`src/rtl/fetch_unit.sv`:
```
// fetch_unit: issues pc_i to a 1-cycle instruction memory and buffers returned words for decode.
module fetch_unit #(
  parameter int INSTR_W = 9,
  parameter int DEPTH = 2,
  parameter logic [2:0] HALT_OP = 3'b111
) (
  input  logic               clock_i,
  input  logic               reset_n_i,
  input  logic               start_i,
  input  logic               flush_i,
  input  logic [7:0]         pc_i,
  output logic               pc_hold_o,
  output logic               imem_req_o,
  output logic [7:0]         imem_addr_o,
  input  logic [INSTR_W-1:0] imem_data_i,
  output logic               instr_valid_o,
  input  logic               instr_ready_i,
  output logic [INSTR_W-1:0] instr_o,
  output logic [7:0]         instr_pc_o,
  output logic               halted_o
);
  localparam logic [1:0] IDLE = 2'd0, RUN = 2'd1, HALTED = 2'd2;
  localparam int PW = $clog2(DEPTH);
  localparam int CW = $clog2(DEPTH + 1);
  localparam logic [CW:0] LIM = DEPTH[CW:0];
  logic [1:0] state;
  logic [CW-1:0] count;
  logic [PW-1:0] rd_ptr, wr_ptr;
  logic inflight;
  logic [7:0] pc_q;
  logic [INSTR_W-1:0] data_q [DEPTH];
  logic [7:0] pcs_q [DEPTH];
  logic pop, halt_accept, issue, push;
  logic [CW:0] need;
  // Credit: entries held plus the word still in flight must leave room for this issue.
  always_comb begin
    pop = instr_valid_o & instr_ready_i;
    halt_accept = (state == RUN) & pop & (instr_o[INSTR_W-1 -: 3] == HALT_OP) & ~flush_i;
    need = {1'b0, count} + {{CW{1'b0}}, inflight} - {{CW{1'b0}}, pop};
    issue = (state == RUN) & ~flush_i & ~halt_accept & (need < LIM);
    push = inflight & ~flush_i & ~halt_accept;
  end
  assign imem_req_o = issue;
  assign imem_addr_o = pc_i;
  assign pc_hold_o = ~issue;
  assign instr_valid_o = count != '0;
  assign instr_o = data_q[rd_ptr];
  assign instr_pc_o = pcs_q[rd_ptr];
  assign halted_o = state == HALTED;
  always_ff @(posedge clock_i or negedge reset_n_i)
    if (!reset_n_i) begin
      state <= IDLE;
      count <= '0;
      rd_ptr <= '0;
      wr_ptr <= '0;
      inflight <= 1'b0;
      pc_q <= '0;
      for (int i = 0; i < DEPTH; i++) begin
        data_q[i] <= '0;
        pcs_q[i] <= '0;
      end
    end else begin
      inflight <= issue;
      if (issue) pc_q <= pc_i;
      if (flush_i) begin
        count <= '0;
        rd_ptr <= '0;
        wr_ptr <= '0;
      end else if (halt_accept) begin
        count <= '0;
        rd_ptr <= '0;
        wr_ptr <= '0;
        state <= HALTED;
      end else begin
        if (push) begin
          data_q[wr_ptr] <= imem_data_i;
          pcs_q[wr_ptr] <= pc_q;
          wr_ptr <= wr_ptr + 1'b1;
        end
        if (pop) rd_ptr <= rd_ptr + 1'b1;
        count <= count + {{(CW-1){1'b0}}, push} - {{(CW-1){1'b0}}, pop};
        if (start_i && state != RUN) state <= RUN;
      end
    end
endmodule
```
`config.mk`:
```
export PLATFORM = sky130hd
export DESIGN_NAME = fetch_unit
export DESIGN_NICKNAME = d
export VERILOG_FILES = /design/src/rtl/fetch_unit.sv
export SDC_FILE = /design/constraint.sdc
export NUM_CORES = 1
export LEC_CHECK = 0
export ABC_CLOCK_PERIOD_IN_PS = 2800
export CORE_ASPECT_RATIO = 0.5
export CORE_MARGIN = 2
export CORE_UTILIZATION = 30
export DETAILED_ROUTE_END_ITERATION = 8
export GPL_ROUTABILITY_DRIVEN = 0
export PLACE_DENSITY_LB_ADDON = 0.3
export SLEW_MARGIN = 0
export SYNTH_ARGS = -nofsm -noshare
export SYNTH_HDL_FRONTEND = slang
export SYNTH_SLANG_ARGS = --single-unit
```
`constraint.sdc`:
```
create_clock -name clock_i -period 2.8 [get_ports clock_i]
set_input_delay 0.56 -clock clock_i [delete_from_list [all_inputs] [get_ports clock_i]]
set_output_delay 0.56 -clock clock_i [all_outputs]
set_load 0.02 [all_outputs]
```
## After elaboration in Yosys (flattened, before gate mapping)

Cells that the tools add are included.

- Flip-flop bits (word level): 49
- Bits of input ports: 22
- Output and inout port bits: 29

- $add $sub $neg: 6
- Order comparisons: 4
- Equality and inequality tests: 4
- Multiplexer cells: 22
- Bitwise gates (word level): 14
- Reductions and logical operators: 8

Operators with widths:

| kind | count |
|---|---|
| $mux 9 | 4 |
| $mux 8 | 4 |
| $bwmux 18 | 1 |
| $bwmux 16 | 1 |
| $and 1x1->1 | 9 |
| $demux 9 s1 | 1 |
| $demux 8 s1 | 1 |
| $mux 2 | 4 |
| $mux 1 | 6 |
| $reduce_bool 3->1 | 2 |
| $ge 2x2->1 const B | 2 |
| $not 1->2 | 2 |
| $reduce_bool 2->1 | 2 |
| $add 2x1->3 | 1 |
| $eq 3x3->1 const B | 1 |
| $lt 3x2->1 const B | 1 |
| $not 1->1 | 3 |
| $reduce_and 3->1 | 1 |
| $sub 3x1->3 | 1 |
| $add 1x1->1 const B | 2 |
| $add 2x1->2 | 1 |
| $eq 2x1->1 const B | 1 |
| $eq 2x2->1 const B | 1 |
| $logic_and 1x1->1 | 2 |
| 4 further kinds | 4 |

## Depth between registers and ports, before layout

- Depth in word-level cells: 13
- Mapped depth: 11
- Gate-level depth less buffers: 10

## Worst setup path after synthesis

Ideal clock, no wire load.

- Path kind: flip-flop to output port
- Start point: reg count[1]
- End point: out imem_req_o
- Arrival time: 2596 ps
- Required time: 2240 ps
- Setup slack: -356 ps
- Cell stages (with the launch flop): 10
- Path through: dfrtp_1 -> o21ai_4 -> inv_1 -> ha_1 -> nand2b_1 -> fa_1 -> xor2_1 -> or4b_1 -> nand2b_1 -> clkinv_2

- Cells in the longest elaborated chain, start to end: 8

Ends and longest elaborated chain:

| item | line | source |
|---|---|---|
| start: declaration | 27 | `logic [CW-1:0] count;` |
| start signal: assignment | 81 | `count <= count + {{(CW-1){1'b0}}, push} - {{(CW-1){1'b0}}, pop};` |
| branches (longest 7 deep; another with $add 2x1->3) | -- |  |
| $and 1x1->1 (*) | 40 | `issue = (state == RUN) & ~flush_i & ~halt_accept & (need < LIM);` |
| end: declaration | 13 | `output logic imem_req_o,` |

Every way passes the cells marked *.

## Worst setup path after layout

- Start point: reg count[0]
- End point: out imem_req_o

Same word-level chain as after synthesis.

==> qor.yml <==
status: "complete, but fails checks"
violations: "negative setup slack"
finalNetCount: 243
placed_cell_area_mm2: 0.00299
clkPwrFrac_pct: 18.1
cp_slowest_cell: "or4b_4"
power.density_mw_per_mm2: 1200
swShare_pct: 31.8
regToRegStartpoint: "count[0]"
start_util_pct: 31.5
post-route-util_pct: 43.3
min_period_ns: 3.17
syn_area_per_cell_um2: 14.6
r2r_end: "pc_q[1]"
ant_nets: 0
r2r_cells: 12
layout.filler_cells: 675
leakage_nw: 1.40
crit_path_end_kind: "primary output"
dieArea_mm2: 0.00856
cp.depth: 10
h-tree-depth: 2
synth_largest_area_cell: "dfrtp_1"
p_total_mw: 3.88
wirelength_um: 4680
cp_max_fo: 2
cap_violations: 0
placementRows: 22
area_growth_pct: 37.6
irDropWorstVdd_mv: 0.318
grt_max_degree: 27
setup_slack_ns: -0.375
tightest_slew_ns: 0.898
worstPathRequired_ns: 2.24
cts_buffer_depth: 2
finalCritPeriodShare_pct: 113
initialDrtViolationCount: 44
clock_sinks: 49
slowest_delay_ns: 0.51
reg2reg_setup_slack_ns: -0.12
root_buffer: "clkbuf_16"
net-switching-power_mw: 1.23
worst_slew_margin_rel_pct: 39.9
crit_top_cell: "nand2b_4"
setup_tns_ns: -1.60
p_seq_share_pct: 32.2
synthCells: 160
drive_above_1_share_pct: 44.5
crit_start: "count[0]"
finClkSkew_ns: 0.00298
synth_cell_types: 29
syn_area_mm2: 0.00234
crit_path_start_kind: "flop"
synth.top_cell.area_share_pct: 52.4
path_class: "reg -> out"
path_delay_family: "simple AND/OR/NAND/NOR gates"
io_buffers: 50
hold_viol: 0
drc: 0
dr.pass1.iters: 4
crit_chain: "o21ai_4 -> inv_2 -> ha_4 -> nand2b_4 -> fa_2 -> xor2_1 -> or4b_4 -> nand2b_4 -> clkinv_8 -> buf_8"
die_height_um: 66.4
diodes: 0
worst_hold_slack_ns: 0.266
mostFrequentLayoutCells: "mux2_2, dfrtp_1, clkdlybuf4s50_1"
insertion_delay_ns: 0.29
viasPerCell: 4.58
cts_tree: "yes"
synth_nets: 186
wl_per_cell_um: 14.9
core_area_mm2: 0.00743
grt_pass1_vias: 1594
tritoncts.num_buffers: 5
internal_power_mw: 2.64
setup_viol: 10
dpl.hpwl_um: 3300
ys_seq_elements: 49
critPathArrivalTime_ns: 2.61
synthTopCellsByArea: "dfrtp_1, mux2_2, mux2_4"
finalInstanceArea_mm2: 0.00322
grt_pass1_wl_um: 7750
crit_path_end: "imem_req_o"
ctsHoldBuffers: 0
clk_pin_slew_ns: 0.06
fp.dieW_um: 129
fmax_mhz: 315
regArea_mm2: 0.00123
hp-class: "in -> async"
multi_input_area_mm2: 0.00101
rsz0062_at_grt: "true"
antenna_found_initial: 0
final_common_cell: "mux2_2"
yosys_warnings: 0
grt_use_total_pct: 12.2
via_count: 1439
critPathBufInv: 3
yosysSeqAreaShare_pct: 52.4
maxSlewViolCount: 0
grt_overflow_total: 0
combPwrFrac_pct: 49.7
num_io_pins: 51
==> metal layers <==
layer,part of all wire (%),GRT usage [%]
met1,45,14.4
met2,50,21.0
met3,3.7,3.88
met4,0.98,4.48
met5,0,0
==> layout make-up <==
class                      instances  share of cell area [%]
clock inverter                     1                   0.933
multi-input combinational         92                    31.5
inverter                           5                   0.972
tap                               96                    3.73
timing repair buffer              64                    20.2
clock buffer                       7                    4.43
sequential                        49                    38.2
==> repair_timing <==
item | in CTS | in global routing
gates cloned | 0 | 1
buffers inserted | 0 | 1
hold endpoints to repair | 0 | 0
pin swaps | 3 | 1
resized for setup | 15 | 4
setup endpoints to repair | 10 | 10
==> power by group through the flow <==
stage / Sequential (mW) / Combinational [mW] / Clock [mW]
finish: 1.25 / 1.92 / 0.702
global route: 1.30 / 2.07 / 0.753
CTS: 1.25 / 1.85 / 0.716
detailed placement: 1.26 / 1.82 / 0
global placement: 1.24 / 1.78 / 0
floorplan: 1.21 / 1.19 / 0
==> registers in the layout, summed over array words and instances (netlist names) <==
register,flops
inflight,1
pc_q,8
data_q,18
pcs_q,16
wr_ptr,1
rd_ptr,1
count,2
state,2
==> worst min-delay path by stage <==
stage / startpoint / endpoint / cells after the start
3_5_place_dp: data_q[4] / data_q[4] / 1
3_3_place_gp: data_q[4] / data_q[4] / 1
2_1_floorplan: reset_n_i / count[0] / 0
6_report: reset_n_i / pc_q[2] / 1
4_1_cts: reset_n_i / pc_q[2] / 1
5_1_grt: reset_n_i / pc_q[3] / 1
==> synthesized netlist by cell type <==
library cell and n:
a211o_1 1, a211oi_2 1, and2_1 1, buf_1 1, buf_12 1, buf_4 11, buf_6 1, clkinv_2 1
dfrtp_1 49, fa_1 1, ha_1 3, inv_1 4, mux2_2 49, mux2_4 10, nand2_1 2, nand2b_1 4
nand4_2 1, nand4b_1 1, nor2_1 5, nor2b_1 1, nor3_2 1, o21ai_4 1, o22a_1 1, o22ai_1 1
or2_2 1, or4_1 1, or4b_1 1, xnor2_1 2, xor2_1 3
==> through the flow <==
| step | setup WS, ns | cells |
|---|---|---|
| CTS | -0.399 | 312 |
| floorplan | -0.0794 | 160 |
| detailed placement | -1.16 | 304 |
| global route | -0.470 | 314 |
| global placement | -1.16 | 304 |
| finish | -0.375 | 314 |
==> cell families after synthesis <==
| family | share of synthesized area [%] |
|---|---|
| flip-flops | 52.4 |
| adder cells (fa/ha/maj) | 2.46 |
| AO/OA/AOI/OAI | 2.25 |
| buffers and inverters | 5.88 |
| AND/OR/NAND/NOR | 5.08 |
| multiplexers | 30.0 |
| XOR/XNOR | 1.87 |
==> worst reg2reg max path: cells and delay by family (launching register included) <==
| family | cells | cell delay (ns) |
|---|---|---|
| AOI/OAI and AO/OA | 1 | 0.16 |
| xor gates and xnor gates | 1 | 0.15 |
| adders and majority gates | 2 | 0.53 |
| buffers and inverters | 4 | 0.39 |
| DFF | 1 | 0.42 |
| muxes | 1 | 0.32 |
| and+or+nand+nor | 3 | 0.84 |
(Power assumes the default switching activity.)
